--- src/rtl/alu_serial_rx_if.sv ---
// rtl/alu_serial_rx_if.sv - serial line in, decoded ALU command out
`timescale 1ns/1ps
interface alu_serial_rx_if;
    logic        sin;
    logic        cmd_valid;
    logic [31:0] a_out;
    logic [31:0] b_out;
    logic [2:0]  op_out;
    logic [3:0]  crc4_out;
    logic        crc_ok;
    logic        op_ok;
    logic        err_data;
    logic        err_frame;

    // Receiver side: consumes the serial line, produces the command.
    modport master (
        input  sin,
        output cmd_valid, a_out, b_out, op_out, crc4_out,
        output crc_ok, op_ok, err_data, err_frame
    );

    // Driver/consumer side: drives the serial line, reads the command.
    modport slave (
        output sin,
        input  cmd_valid, a_out, b_out, op_out, crc4_out,
        input  crc_ok, op_ok, err_data, err_frame
    );
endinterface

--- src/rtl/alu_serial_rx.sv ---
// rtl/alu_serial_rx.sv - deframes 11-bit serial packets into ALU commands with CRC-4 check
`timescale 1ns/1ps
module alu_serial_rx #(
    parameter logic [3:0] CRC_INIT    = 4'b0000,
    parameter int         DATA_FRAMES = 8
) (
    input  logic           clk,
    input  logic           rst_n,
    alu_serial_rx_if.master bus
);
    localparam int             CW         = $clog2(DATA_FRAMES + 1);
    localparam int             DW         = 8 * DATA_FRAMES;
    localparam logic [CW-1:0]  LAST_FRAME = CW'(DATA_FRAMES);

    typedef enum logic [1:0] {IDLE, TYPE, BITS, STOP} state_t;

    state_t          state;
    logic            is_ctl;
    logic [2:0]      bit_cnt;
    logic [CW-1:0]   frame_cnt;
    logic [7:0]      byte_sr;
    logic [DW-1:0]   data_sr;
    logic [3:0]      crc;
    logic [3:0]      crc_final;
    logic            op_legal;

    // One step of the x^4+x+1 serial LFSR.
    function automatic logic [3:0] crc_step(input logic [3:0] c, input logic b);
        logic fb;
        fb = b ^ c[3];
        return {c[2], c[1], c[0] ^ fb, fb};
    endfunction

    // Fold the trailing {1, op} bits into the running CRC for the CTL stop check.
    always_comb begin
        crc_final = crc_step(crc_step(crc_step(crc_step(crc, 1'b1),
                        byte_sr[6]), byte_sr[5]), byte_sr[4]);
    end

    // Legal opcodes are AND, OR, ADD, SUB with the reserved payload bit clear.
    always_comb begin
        op_legal = 1'b0;
        case (byte_sr[6:4])
            3'b000, 3'b001, 3'b100, 3'b101: op_legal = ~byte_sr[7];
            default:                        op_legal = 1'b0;
        endcase
    end

    // Packet FSM, message assembly, CRC accumulation and registered outputs.
    always_ff @(posedge clk or negedge rst_n) begin
        if (!rst_n) begin
            state         <= IDLE;
            is_ctl        <= 1'b0;
            bit_cnt       <= '0;
            frame_cnt     <= '0;
            byte_sr       <= '0;
            data_sr       <= '0;
            crc           <= CRC_INIT;
            bus.cmd_valid <= 1'b0;
            bus.err_data  <= 1'b0;
            bus.err_frame <= 1'b0;
            bus.a_out     <= '0;
            bus.b_out     <= '0;
            bus.op_out    <= '0;
            bus.crc4_out  <= '0;
            bus.crc_ok    <= 1'b0;
            bus.op_ok     <= 1'b0;
        end else begin
            bus.cmd_valid <= 1'b0;
            bus.err_data  <= 1'b0;
            bus.err_frame <= 1'b0;
            case (state)
                IDLE: begin
                    if (!bus.sin) state <= TYPE;
                end
                TYPE: begin
                    is_ctl  <= bus.sin;
                    bit_cnt <= '0;
                    state   <= BITS;
                end
                BITS: begin
                    byte_sr <= {byte_sr[6:0], bus.sin};
                    if (!is_ctl) crc <= crc_step(crc, bus.sin);
                    bit_cnt <= bit_cnt + 3'd1;
                    if (bit_cnt == 3'd7) state <= STOP;
                end
                STOP: begin
                    state <= IDLE;
                    if (!bus.sin || is_ctl || frame_cnt == LAST_FRAME) begin
                        // Every outcome except an accepted DATA packet ends the message.
                        frame_cnt <= '0;
                        crc       <= CRC_INIT;
                        data_sr   <= '0;
                        byte_sr   <= '0;
                        if (!bus.sin) begin
                            bus.err_frame <= 1'b1;
                        end else if (is_ctl && frame_cnt == LAST_FRAME) begin
                            bus.cmd_valid <= 1'b1;
                            bus.b_out     <= data_sr[DW-1 -: 32];
                            bus.a_out     <= data_sr[31:0];
                            bus.op_out    <= byte_sr[6:4];
                            bus.crc4_out  <= byte_sr[3:0];
                            bus.crc_ok    <= (crc_final == byte_sr[3:0]);
                            bus.op_ok     <= op_legal;
                        end else begin
                            bus.err_data <= 1'b1;
                        end
                    end else begin
                        data_sr   <= {data_sr[DW-9:0], byte_sr};
                        frame_cnt <= frame_cnt + CW'(1);
                    end
                end
                default: state <= IDLE;
            endcase
        end
    end
endmodule

--- src/flat_wrapper.sv ---
// flat-port wrapper written by rule: the top's interface ports become plain ports
module alu_serial_rx_flat 
#(
    parameter logic [3:0] CRC_INIT    = 4'b0000,
    parameter int         DATA_FRAMES = 8
)
  (clk, rst_n, bus_sin, bus_cmd_valid, bus_a_out, bus_b_out, bus_op_out, bus_crc4_out, bus_crc_ok, bus_op_ok, bus_err_data, bus_err_frame);
  alu_serial_rx_if bus_i ();
  input  logic clk;
  input  logic rst_n;
  input wire logic [$bits(bus_i.sin)-1:0] bus_sin;
  output wire logic [$bits(bus_i.cmd_valid)-1:0] bus_cmd_valid;
  output wire logic [$bits(bus_i.a_out)-1:0] bus_a_out;
  output wire logic [$bits(bus_i.b_out)-1:0] bus_b_out;
  output wire logic [$bits(bus_i.op_out)-1:0] bus_op_out;
  output wire logic [$bits(bus_i.crc4_out)-1:0] bus_crc4_out;
  output wire logic [$bits(bus_i.crc_ok)-1:0] bus_crc_ok;
  output wire logic [$bits(bus_i.op_ok)-1:0] bus_op_ok;
  output wire logic [$bits(bus_i.err_data)-1:0] bus_err_data;
  output wire logic [$bits(bus_i.err_frame)-1:0] bus_err_frame;
  assign bus_i.sin = bus_sin;
  assign bus_cmd_valid = bus_i.cmd_valid;
  assign bus_a_out = bus_i.a_out;
  assign bus_b_out = bus_i.b_out;
  assign bus_op_out = bus_i.op_out;
  assign bus_crc4_out = bus_i.crc4_out;
  assign bus_crc_ok = bus_i.crc_ok;
  assign bus_op_ok = bus_i.op_ok;
  assign bus_err_data = bus_i.err_data;
  assign bus_err_frame = bus_i.err_frame;
  alu_serial_rx #(.CRC_INIT(CRC_INIT), .DATA_FRAMES(DATA_FRAMES)) u_core (.clk(clk), .rst_n(rst_n), .bus(bus_i));
endmodule
--- config.mk ---
export PLATFORM = sky130hd
export DESIGN_NAME = alu_serial_rx_flat
export DESIGN_NICKNAME = d
export VERILOG_FILES = /design/src/rtl/alu_serial_rx_if.sv /design/src/rtl/alu_serial_rx.sv /design/src/flat_wrapper.sv
export SDC_FILE = /design/constraint.sdc
export NUM_CORES = 1
export LEC_CHECK = 0
export BUFFER_PORTS_ARGS = -buffer_cell sky130_fd_sc_hd__buf_4
export CORE_UTILIZATION = 45
export CTS_CLUSTER_SIZE = 28
export DETAILED_ROUTE_END_ITERATION = 10
export PLACE_DENSITY = 0.66
export SLEW_MARGIN = 20
export SYNTH_ARGS = -nofsm -noshare
export SYNTH_HDL_FRONTEND = slang
export SYNTH_SLANG_ARGS = --single-unit
export TNS_END_PERCENT = 50
--- constraint.sdc ---
create_clock -name clk -period 4.55 [get_ports clk]
set_clock_uncertainty 0.05 [all_clocks]
set_input_delay 1.365 -clock clk [delete_from_list [all_inputs] [get_ports clk]]
set_output_delay 1.365 -clock clk [all_outputs]
set_load 0.05 [all_outputs]
==> flow_summary.toml <==
[outcome]
outcome = "completed"

[yosys]
syn-cell-area_um2 = 6550
synth.yosys.warnings = 0
ys_seq_area_share_pct = 61.9
synthCells = 622
ys_ff_latch = 162
synth.avg_cell_area_um2 = 10.5
syn-num-nets = 634
yosysUniqueCellTypes = 35

[sta]
worst_slew_pin_slew_ns = 0.858
finalCritPeriodShare_pct = 54.3
min_period_ns = 2.47
relSlewSlack_pct = 42.4
finalSetupTns_ns = 0
rsz0062_at_grt = "false"
hold_viol = 0
drv_slew = 0
finalSetupViolations = 0
fmax_ghz = 0.405

[clocking]
cts_sinks = 162
post_cts_buffers = 0
insertion_delay_ns = 0.42
holdBufCountCts = 0
post_cts_resized = 0
clk_pin_slew_ns = 0.06
tritoncts = "done"
cts_buffers = 17
clock_path_buffers = 2
htree_levels = 4
clock-root-buffer = "clkbuf_16"

[die]
die-area_um2 = 15000
die_h_um = 123
start_util_pct = 46.6
rows = 43
io_pins = 79
die_w_um = 123
core_um2 = 14000

[route]
drcViolationCount = 0
wl_per_cell_um = 14.7
ant_nets = 0
totalWireLength_um = 12800
drtPass1Iterations = 5
vias = 4464
routed_via_density = 5.13
first_iter_violations = 350

[worst_setup_path]
path_cells = "buf_4"
cp_data_arrival_time_ns = 1.05
cp_num_buf_inv = 1
timing.rr.start = "u_core.state[0]"
cp-end-kind = "primary output"
r2r_cells = 4
r2r_setup_slack_ns = 2.25
crit_fanout = 2
critPathRequiredTime_ns = 3.13
crit_family = "flip-flops"
r2r_end = "u_core.frame_cnt[2]"
path_class = "reg2out"
startpoint_type = "flop"
crit_path_max_incr_delay_ns = 0.41
slowest_stage = "dfrtp_1"

[hold_path]
holdPathStages = 2
whs_endpoint = "u_core.bus.b_out[30]"
hp-class = "reg2reg"
min_from = "u_core.bus.b_out[30]"

[finish]
nets = 693
layout_commonest_cell = "dfrtp_1"
diodes = 0
synthToLayoutAreaGrowth_pct = 18.4
fillers = 1209
drive_above_1_share_pct = 17.7
final_cell_mix = "dfrtp_1 (162), nand2_1 (133), buf_4 (82)"
final_cells = 870

[grt]
met2_usage_pct = 27.6
antenna_found_initial = 0
grt_max_degree = 102
met1_usage_pct = 26.3
grt_pass1_wl_um = 21400
top_usage_layer = "met2"
grt_pass1_vias = 4274
grt.total_usage_pct = 18.5
grt_use_met3_pct = 5.16
overflow = 0

[placement]
hpwlAfterDp_um = 8150
port_buffers = 78
dp_cells = 842
gp_congestion = 0.725

[power_and_ir_drop]
peakVddDrop_uv = 339
p_leak_uw = 0.00360
p_per_area_nw_per_um2 = 639

[flow_run]
max_cap_viol_count = 0
sequential cells by signal (all words and copies together), names as in the netlist, 2 cells and up:
register / count
u_core.bus.crc4_out: 4
u_core.bit_cnt: 3
u_core.frame_cnt: 4
u_core.bus.b_out: 32
u_core.state: 2
u_core.byte_sr: 8
u_core.data_sr: 64
u_core.bus.op_out: 3
u_core.crc: 4
u_core.bus.a_out: 32
final cells by class:
type,count,area (µm²),area share [%]
clock buffer,22,484,6.24
clock inverter,6,105,1.35
inverter,75,282,3.63
multi-input combinational,341,1960,25.3
sequential,162,4050,52.3
tap,180,225,2.90
timing repair buffer,84,647,8.34
power by group:
part	total [µW]	internal, µW	switching (µW)
Sequential	1880	1680	198
Combinational	1640	493	1150
Clock	1430	906	525
layer usage:
layer,share of wire [%],routed length (µm)
met5,0,0
met4,1.0,129
met3,4.2,545
met2,46,5920
met1,49,6230
synthesized netlist by cell type:
library cell | count | area [µm²]
nand3_1 | 7 | 35.0
buf_1 | 2 | 7.51
nand3b_1 | 1 | 7.51
mux2_2 | 1 | 11.3
nor3_1 | 2 | 10.0
nand4b_1 | 1 | 8.76
a22oi_1 | 1 | 7.51
xnor2_1 | 4 | 35.0
o21ai_1 | 30 | 150
xor3_1 | 1 | 23.8
and3_1 | 1 | 6.26
nand2_1 | 133 | 499
mux2_4 | 6 | 90.1
buf_6 | 12 | 135
xor2_1 | 2 | 17.5
dfrtp_1 | 162 | 4050
nor3b_1 | 2 | 15.0
o31ai_1 | 1 | 7.51
buf_2 | 11 | 55.1
xnor3_1 | 2 | 45.0
ha_1 | 9 | 113
a211oi_1 | 1 | 7.51
a22o_1 | 16 | 140
nor2_1 | 3 | 11.3
a21oi_1 | 1 | 5.00
o21ai_0 | 41 | 205
nand3b_4 | 1 | 20.0
o31ai_2 | 1 | 12.5
mux2i_1 | 1 | 10.0
nor2b_1 | 4 | 25.0
inv_1 | 75 | 282
clkbuf_1 | 19 | 71.3
or2_1 | 1 | 6.26
o22ai_1 | 66 | 413
a21o_1 | 1 | 7.51
metrics by stage:
step | cell area [µm²] | worst slack [ns] | utilization (%) | hold slack (ns) | power [µW]
floorplan | 6550 | 2.20 | - | 0.403 | 3100
global placement | 7170 | 1.81 | 51.0 | 0.415 | 3510
detailed placement | 7170 | 1.75 | 51.0 | 0.424 | 3550
CTS | 7760 | 2.07 | 55.2 | 0.437 | 5000
global route | 7760 | 2.04 | 55.2 | 0.462 | 5210
finish | 7760 | 2.08 | 55.2 | 0.434 | 4960
worst register-to-register path, cell delays in order, from the launching register on:
cell	delay, ns
dfrtp_1	0.45
ha_4	0.48
buf_4	0.77
o21ai_0	0.24
a21o_1	0.22
logic make-up after synthesis:
logic type	share of synthesized area, %
mux	1.70
xor+xnor	1.85
simple gates	9.84
fa+ha+maj	1.72
flops	61.9
buf+inv	8.40
compound gates	14.6
worst max path at each step:
| stage | endpoint | cells after the start | slack, ns | from |
|---|---|---|---|---|
| after detailed placement | u_core.bus.a_out[0] | 5 | 1.75 | bus_sin |
| final | bus_a_out[9] | 1 | 2.08 | u_core.bus.a_out[9] |
| after floorplan | u_core.bus.op_out[2] | 5 | 2.20 | bus_sin |
| after global routing | u_core.data_sr[48] | 4 | 2.04 | u_core.state[0] |
| after global placement | u_core.bus.a_out[25] | 5 | 1.81 | bus_sin |
| after CTS | bus_a_out[9] | 1 | 2.07 | u_core.bus.a_out[9] |
(Power assumes the default switching activity.)
